**src/rtl/divider.sv**
```systemverilog
// Sequential radix-2 restoring divider: one quotient bit per clock.
// Signed or unsigned, fixed 33-cycle latency from start to valid.
module divider #(
    parameter int WIDTH = 32,
    parameter int CNTW  = 5
) (
    input  logic             clk,
    input  logic             resetn,
    input  logic             start,
    input  logic             is_signed,
    input  logic [WIDTH-1:0] a,
    input  logic [WIDTH-1:0] b,
    output logic             busy,
    output logic             valid,
    output logic [WIDTH-1:0] quotient,
    output logic [WIDTH-1:0] remainder,
    output logic             div_by_zero,
    output logic             is_zero,
    output logic             is_negative
);

    typedef enum logic [1:0] {
        S_IDLE,
        S_DIV,
        S_FIX
    } state_t;

    state_t           state_q, state_d;
    logic [WIDTH-1:0] rem_q, rem_d;
    logic [WIDTH-1:0] dvd_q, dvd_d;
    logic [WIDTH-1:0] dsr_q, dsr_d;
    logic [WIDTH-1:0] a_orig_q, a_orig_d;
    logic [CNTW-1:0]  cnt_q, cnt_d;
    logic             q_neg_q, q_neg_d;
    logic             r_neg_q, r_neg_d;
    logic             bz_q, bz_d;
    logic [WIDTH-1:0] quot_q, quot_d;
    logic [WIDTH-1:0] rmd_q, rmd_d;
    logic             valid_q, valid_d;
    logic             dbz_q, dbz_d;

    // 33-bit partial remainder keeps |INT_MIN| exact
    logic [WIDTH:0]   shifted;
    logic [WIDTH:0]   diff;

    always_comb begin
        state_d  = state_q;
        rem_d    = rem_q;
        dvd_d    = dvd_q;
        dsr_d    = dsr_q;
        a_orig_d = a_orig_q;
        cnt_d    = cnt_q;
        q_neg_d  = q_neg_q;
        r_neg_d  = r_neg_q;
        bz_d     = bz_q;
        quot_d   = quot_q;
        rmd_d    = rmd_q;
        dbz_d    = dbz_q;
        valid_d  = 1'b0;
        shifted  = {rem_q, dvd_q[WIDTH-1]};
        diff     = shifted - {1'b0, dsr_q};

        unique case (state_q)
            S_IDLE: begin
                if (start) begin
                    rem_d    = '0;
                    dvd_d    = (is_signed && a[WIDTH-1]) ? -a : a;
                    dsr_d    = (is_signed && b[WIDTH-1]) ? -b : b;
                    q_neg_d  = is_signed & (a[WIDTH-1] ^ b[WIDTH-1]);
                    r_neg_d  = is_signed & a[WIDTH-1];
                    bz_d     = (b == '0);
                    a_orig_d = a;
                    cnt_d    = CNTW'(WIDTH - 1);
                    state_d  = S_DIV;
                end
            end
            S_DIV: begin
                if (shifted >= {1'b0, dsr_q}) begin
                    rem_d = diff[WIDTH-1:0];
                    dvd_d = {dvd_q[WIDTH-2:0], 1'b1};
                end else begin
                    rem_d = shifted[WIDTH-1:0];
                    dvd_d = {dvd_q[WIDTH-2:0], 1'b0};
                end
                cnt_d = cnt_q - 1'b1;
                if (cnt_q == '0) begin
                    state_d = S_FIX;
                end
            end
            S_FIX: begin
                if (bz_q) begin
                    quot_d = '1;
                    rmd_d  = a_orig_q;
                end else begin
                    quot_d = q_neg_q ? -dvd_q : dvd_q;
                    rmd_d  = r_neg_q ? -rem_q : rem_q;
                end
                dbz_d   = bz_q;
                valid_d = 1'b1;
                state_d = S_IDLE;
            end
            default: begin
                state_d = S_IDLE;
            end
        endcase
    end

    always_ff @(posedge clk or negedge resetn) begin
        if (!resetn) begin
            state_q  <= S_IDLE;
            rem_q    <= '0;
            dvd_q    <= '0;
            dsr_q    <= '0;
            a_orig_q <= '0;
            cnt_q    <= '0;
            q_neg_q  <= 1'b0;
            r_neg_q  <= 1'b0;
            bz_q     <= 1'b0;
            quot_q   <= '0;
            rmd_q    <= '0;
            valid_q  <= 1'b0;
            dbz_q    <= 1'b0;
        end else begin
            state_q  <= state_d;
            rem_q    <= rem_d;
            dvd_q    <= dvd_d;
            dsr_q    <= dsr_d;
            a_orig_q <= a_orig_d;
            cnt_q    <= cnt_d;
            q_neg_q  <= q_neg_d;
            r_neg_q  <= r_neg_d;
            bz_q     <= bz_d;
            quot_q   <= quot_d;
            rmd_q    <= rmd_d;
            valid_q  <= valid_d;
            dbz_q    <= dbz_d;
        end
    end

    assign busy        = (state_q != S_IDLE);
    assign valid       = valid_q;
    assign quotient    = quot_q;
    assign remainder   = rmd_q;
    assign div_by_zero = dbz_q;
    assign is_zero     = (quot_q == '0);
    assign is_negative = quot_q[WIDTH-1];

endmodule

```
**config.mk**
```make
export PLATFORM = sky130hd
export DESIGN_NAME = divider
export DESIGN_NICKNAME = d
export VERILOG_FILES = /design/src/rtl/divider.sv
export SDC_FILE = /design/constraint.sdc
export NUM_CORES = 1
export LEC_CHECK = 0
export CELL_PAD_IN_SITES_DETAIL_PLACEMENT = 0
export CELL_PAD_IN_SITES_GLOBAL_PLACEMENT = 1
export CORE_ASPECT_RATIO = 1.5
export CORE_MARGIN = 2
export CORE_UTILIZATION = 40
export CTS_BUF_LIST = sky130_fd_sc_hd__clkbuf_2 sky130_fd_sc_hd__clkbuf_4 sky130_fd_sc_hd__clkbuf_8
export DETAILED_ROUTE_END_ITERATION = 16
export GPL_TIMING_DRIVEN = 0
export PLACE_DENSITY = 0.74
export SLEW_MARGIN = 10
export SYNTH_ARGS = -nofsm -noshare
export SYNTH_HDL_FRONTEND = slang
export SYNTH_SLANG_ARGS = --single-unit
```
**constraint.sdc**
```tcl
create_clock -name clk -period 3.1 [get_ports clk]
set_input_delay 0.62 -clock clk [delete_from_list [all_inputs] [get_ports clk]]
set_output_delay 0.62 -clock clk [all_outputs]
set_load 0.005 [all_outputs]
```
# Word-level counts from Yosys, hierarchy flattened
# Index checks and enable logic that the tools add are counted.
op_classes:
  add_sub_neg: 6
  n_lt_le_gt_ge: 1
  n_eq_ne: 4
  mux: 18
  n_bitwise: 3
  reduce_logical: 11
op_table:
  columns: ["operator", "count"]
  rows:
  - ["two-way mux 32 bit", 9]
  - ["negation 32 bit", 4]
  - ["case mux 32 bit (2 select lines)", 2]
  - ["zero test 32 bit", 2]
  - [">= comparator 33 x 32 -> 1 bit", 1]
  - ["subtractor 32 bit", 1]
  - ["case mux 5 bit (2 select lines)", 1]
  - ["AND reduction 2 bit", 3]
  - ["zero test 5 bit", 1]
  - ["two-way mux 5 bit", 1]
  - ["subtractor 5 x 1 -> 5 bit (second input constant)", 1]
  - ["two-way mux 2 bit", 2]
  - ["!= test 2 bit (second input constant)", 2]
  - ["case mux 2 bit (2 select lines)", 1]
  - ["nonzero test 2 bit", 2]
  - ["bitwise AND 1 bit", 2]
  - ["== test 2 x 1 -> 1 bit (second input constant)", 1]
  - ["== test 2 bit (second input constant)", 1]
  - ["logical AND 1 bit", 2]
  - ["zero test 2 bit", 1]
  - ["two-way mux 1 bit", 2]
  - ["bitwise XOR 1 bit", 1]
word_totals:
  ff_bits: 204
  inputBits: 68
  elab_cells: 56

# Depth between registers and ports, before layout
# Gate-level depths: netlist (run 1).
logic_depth:
  depth_word: 4
  mapped_depth: 13

# Worst setup path after synthesis (run 1)
# OpenSTA, ideal clock, no wires.
synth_timing:
  path_type: "reg2reg"
  start: "register rem_q[11]"
  end: "register rem_q[19]"
  setup_ns: 0.133
  arrival_time_ns: 2.743
  setup_slack_ns: 0.224
  path_stages_with_launch: 12
  path_buffers: 2
  synth_period_minus_slack_ns: 2.876
  path_cell_list: "dfrtp_1 ha_1 clkbuf_1 nand4_1 nor2_1 nand3_1 o221ai_1 a311oi_1 a31oi_1 buf_2 mux2i_1 o21ai_0"
synth_via:
  elab_chain_len: 3
  elab_cells_between_ends: 4
  cone_classes: "add/sub (1); order compare (1); mux (2)"
synth_lines:
  columns: ["item", "line", "text"]
  rows:
  - ["from (decl)", "29", "logic [WIDTH-1:0] rem_q, rem_d;"]
  - ["from (signal assigned)", "125", "rem_q <= rem_d;"]
  - ["subtractor 32 bit or >= comparator 33 x 32 -> 1 bit (tied branches)", "61, 78", null]
  - ["two-way mux 32 bit (*)", "78", "if (shifted >= {1'b0, dsr_q}) begin"]
  - ["case mux 32 bit (2 select lines) (*)", "63", "unique case (state_q)"]
# Mark *: on every way between the ends. The rest lies on a longest branch, timed or not.
# A chain may end at the register's enable or synchronous reset.

# Worst setup path in the final report (run 1)
layout_timing:
  start: "register rem_q[8]"
  end: "register rmd_q[28] (netlist: remainder[28])"
layout_via:
  elab_chain_len: 3
layout_lines:
  columns: ["item", "line", "text"]
  rows:
  - ["negation 32 bit", "96", "rmd_d = r_neg_q ? -rem_q : rem_q;"]
  - ["two-way mux 32 bit", "96", null]
  - ["two-way mux 32 bit", "91", "if (bz_q) begin"]
  - ["to (signal assigned)", "134", "rmd_q <= rmd_d;"]
  - ["to (decl)", "38", "logic [WIDTH-1:0] rmd_q, rmd_d;"]
# Every way passes these cells.

==> results of run 1 <==
## synthesized netlist by cell type (all sizes together), types with 10 or more instances
cell | instances | share of area, %
a21o | 13 | 0.78
nor3 | 22 | 0.88
a21oi | 92 | 3.7
or3 | 15 | 0.88
inv | 47 | 1.4
dfrtp | 204 | 41
o41ai | 16 | 1.2
o31ai | 23 | 1.4
nand2 | 250 | 7.5
a31oi | 12 | 0.60
nand4 | 10 | 0.50
mux2i | 43 | 3.4
nor2 | 104 | 3.1
a22oi | 30 | 1.8
or4 | 12 | 0.72
ha | 38 | 3.8
nand3 | 41 | 1.6
xnor2 | 70 | 4.9
xor2 | 78 | 5.4
nor4 | 18 | 0.90
o21ai | 185 | 7.4
clkbuf | 72 | 2.2
## logic make-up after synthesis
| kind of cell | share of synthesized area [%] |
|---|---|
| DFF | 40.67 |
| adders and majority gates | 3.948 |
| AOI/OAI and AO/OA | 19.32 |
| buffers and inverters | 3.898 |
| xor gates and xnor gates | 10.33 |
| muxes | 3.429 |
| and+or+nand+nor | 18.40 |
## registers in the layout, summed over array words and instances, names as in the netlist
register,cells
a_orig_q,32
r_neg_q,1
cnt_q,5
bz_q,1
state_q,2
q_neg_q,1
quotient,32
rem_q,32
remainder,32
valid,1
dvd_q,32
div_by_zero,1
dsr_q,32
## layout make-up
class / instances / area, um^2 / share of cell area (%)
Timing Repair Buffer: 155 / 1562 / 10.07
Tap cell: 405 / 506.7 / 3.269
Clock inverter: 5 / 27.53 / 0.1776
Sequential cell: 204 / 5111 / 32.98
Inverter: 48 / 182.7 / 1.179
Buffer: 76 / 301.5 / 1.945
Multi-Input combinational cell: 1155 / 7156 / 46.17
Clock buffer: 52 / 653.1 / 4.214
## per-layer routing
metal  up-vias  track usage, %  wire (um)
li1       5594               -          -
met1      5319           25.20      14510
met2       258           45.77      21260
met3        81           3.402       1490
met4         0           9.708       1672
met5         -               0          0
## final timing paths
path / end / slack, ns
max in group asynchronous: rem_q[6]$_DFFE_PN0P_ / 2.08
setup reg to reg: remainder[28]$_DFFE_PN0P_ / 0.12
min in group clk: dsr_q[8]$_DFFE_PN0P_ / 0.48
setup / recovery: remainder[28]$_DFFE_PN0P_ / 0.12
hold / removal: div_by_zero$_DFFE_PN0P_ / 0.10
hold reg to reg: dsr_q[8]$_DFFE_PN0P_ / 0.48
## critical path: stages, from the launching register on
cell	delay, ns
dfrtp_2	0.43
or3_1	0.39
or3_1	0.35
or3_4	0.36
or2_4	0.27
or3_4	0.41
o41ai_2	0.31
xnor2_1	0.10
mux2i_1	0.14
o21ai_1	0.08
## report_power, final
part / leakage, uW / internal (uW) / switching, uW
logic: 0.00383 / 4380 / 5420
clock network: 0.000364 / 1340 / 1120
registers: 0.00243 / 3750 / 1120
total: 0.00662 / 9470 / 7650
## what timing repair did
item	CTS	global route
gates resized for setup	25	28
endpoints found under the setup margin	39	45
hold buffers	0	0
buffers inserted	4	13
pin swaps	3	6
## through the flow
step                total power [uW]  instance area (um^2)
global placement               13790                 14420
global route                   18630                 15500
finish                         17120                 15500
floorplan                      11310                 12550
CTS                            16830                 15310
detailed placement             13950                 14480
==> results.md, run 1 <==
* Crit path launch: rem_q[8]$_DFFE_PN0P_
* Clock Latency Late Sink at 0.55 ns
* Placed cell count at 2030
* Post-synth EDFFs at 0
* Final #Nets at 1781
* CP max FO at 5
* Max Clk Rate at 335.2 MHz
* Clock tree buffer depth at 3
* RR Startpoint: rem_q[8]$_DFFE_PN0P_
* VDD IR max at 0.0003998 V
* Tcrit/Tclk final at 96.25%
* GRT overflow at 0
* Worst Hold Class: input port to async pin
* Antenna violations before repair at 0
* CTS tree: done
* Final antenna-violating net count at 0
* Setup TNS at 0 ns
* Root Driver: clkbuf_8
* Ant. Diodes at 0
* Relative slew margins at 34.74%
* Vias at 11250
* Mapped Area at 0.01255 mm^2
* Initial DRC count at 433
* Skew final at 0.01533 ns
* TritonCTS Sinks at 204
* TritonCTS buffer count at 34
* Pre-CTS WS at -0.8978 ns
* Worst Setup End Kind: flip-flop
* Core area at 0.03094 mm^2
* Routed len/inst at 18.54 um
* Num ports at 137
* Yosys cell types at 58
* Worst setup margin at 0.1164 ns
* Fillers at 3052
* Largest net degree at the start of global routing at 111
* Leak Pwr at 0.006617 uW
* Power Dens Cells at 1104 mW/mm^2
* Die ar. at 0.03284 mm^2
* Setup violators final at 0
* Vias in the first global route at 11330
* Setup CP Type: flip-flop to flip-flop
* Mean Syn Cell Area at 8.440 um^2
* Seq cells post-synth at 204
* Most frequent cells in the layout: nand2_1, dfrtp_1, o21ai_0
* Final RePlAce weighted congestion at 0.8769
* Final core occ at 50.10%
* Fin. Hold Viols at 0
* Required time worst endpoint at 3.51 ns
* YS warnings at 0
* Die X at 148.6 um
* Worst-path clk slew at 0.06 ns
* Die height at 220.9 um
* Clock H-tree levels at 2
* Total track usage at 23.68%
* Fin. max-slew vios at 0
* Most common cell after layout, fill and taps aside: nand2_1
* First-pass DRT Iterations at 5
* Most used DFF post-synth: dfrtp_1
* Site Rows at 79
* Routed vias/inst at 5.358
* Post-route DRC at 0
* Max cap viols at 0
* Area grow syn2layout at 23.50%
* Register area share after synthesis at 40.67%
* Ys async rst share at 100.0%
* First-pass GRT wire length at 60640 um
* Status: finished clean
* PortBufs at 136
* Share of cells above drive strength 1 at 7.729%
* Slew @ Worst Pin at 0.9790 ns
* Routed WL at 38940 um
* Final HPWL DP at 30410 um
* Synthesized instance count at 1487
* Initial core utilization at 40.57%
* Reg2reg path depth at 9
* CP Launch Type: flip-flop
* Period minus WS final at 2.984 ns
* Net count after synthesis at 1594
* WHS at 0.1022 ns
* CP Data Arrival Time at 3.39 ns
* Fin cells at 2100
(Power assumes the default switching activity.)
==> inputs of run 2 (changes only) <==
--- a/config.mk
+++ b/config.mk
@@ -5,6 +5,7 @@
 export SDC_FILE = /design/constraint.sdc
 export NUM_CORES = 1
 export LEC_CHECK = 0
+export ABC_AREA = 0
 export CELL_PAD_IN_SITES_DETAIL_PLACEMENT = 0
 export CELL_PAD_IN_SITES_GLOBAL_PLACEMENT = 1
 export CORE_ASPECT_RATIO = 1.5
==> results of run 2 <==
The final DEF is identical to that of run 1; final timing and power are the same.
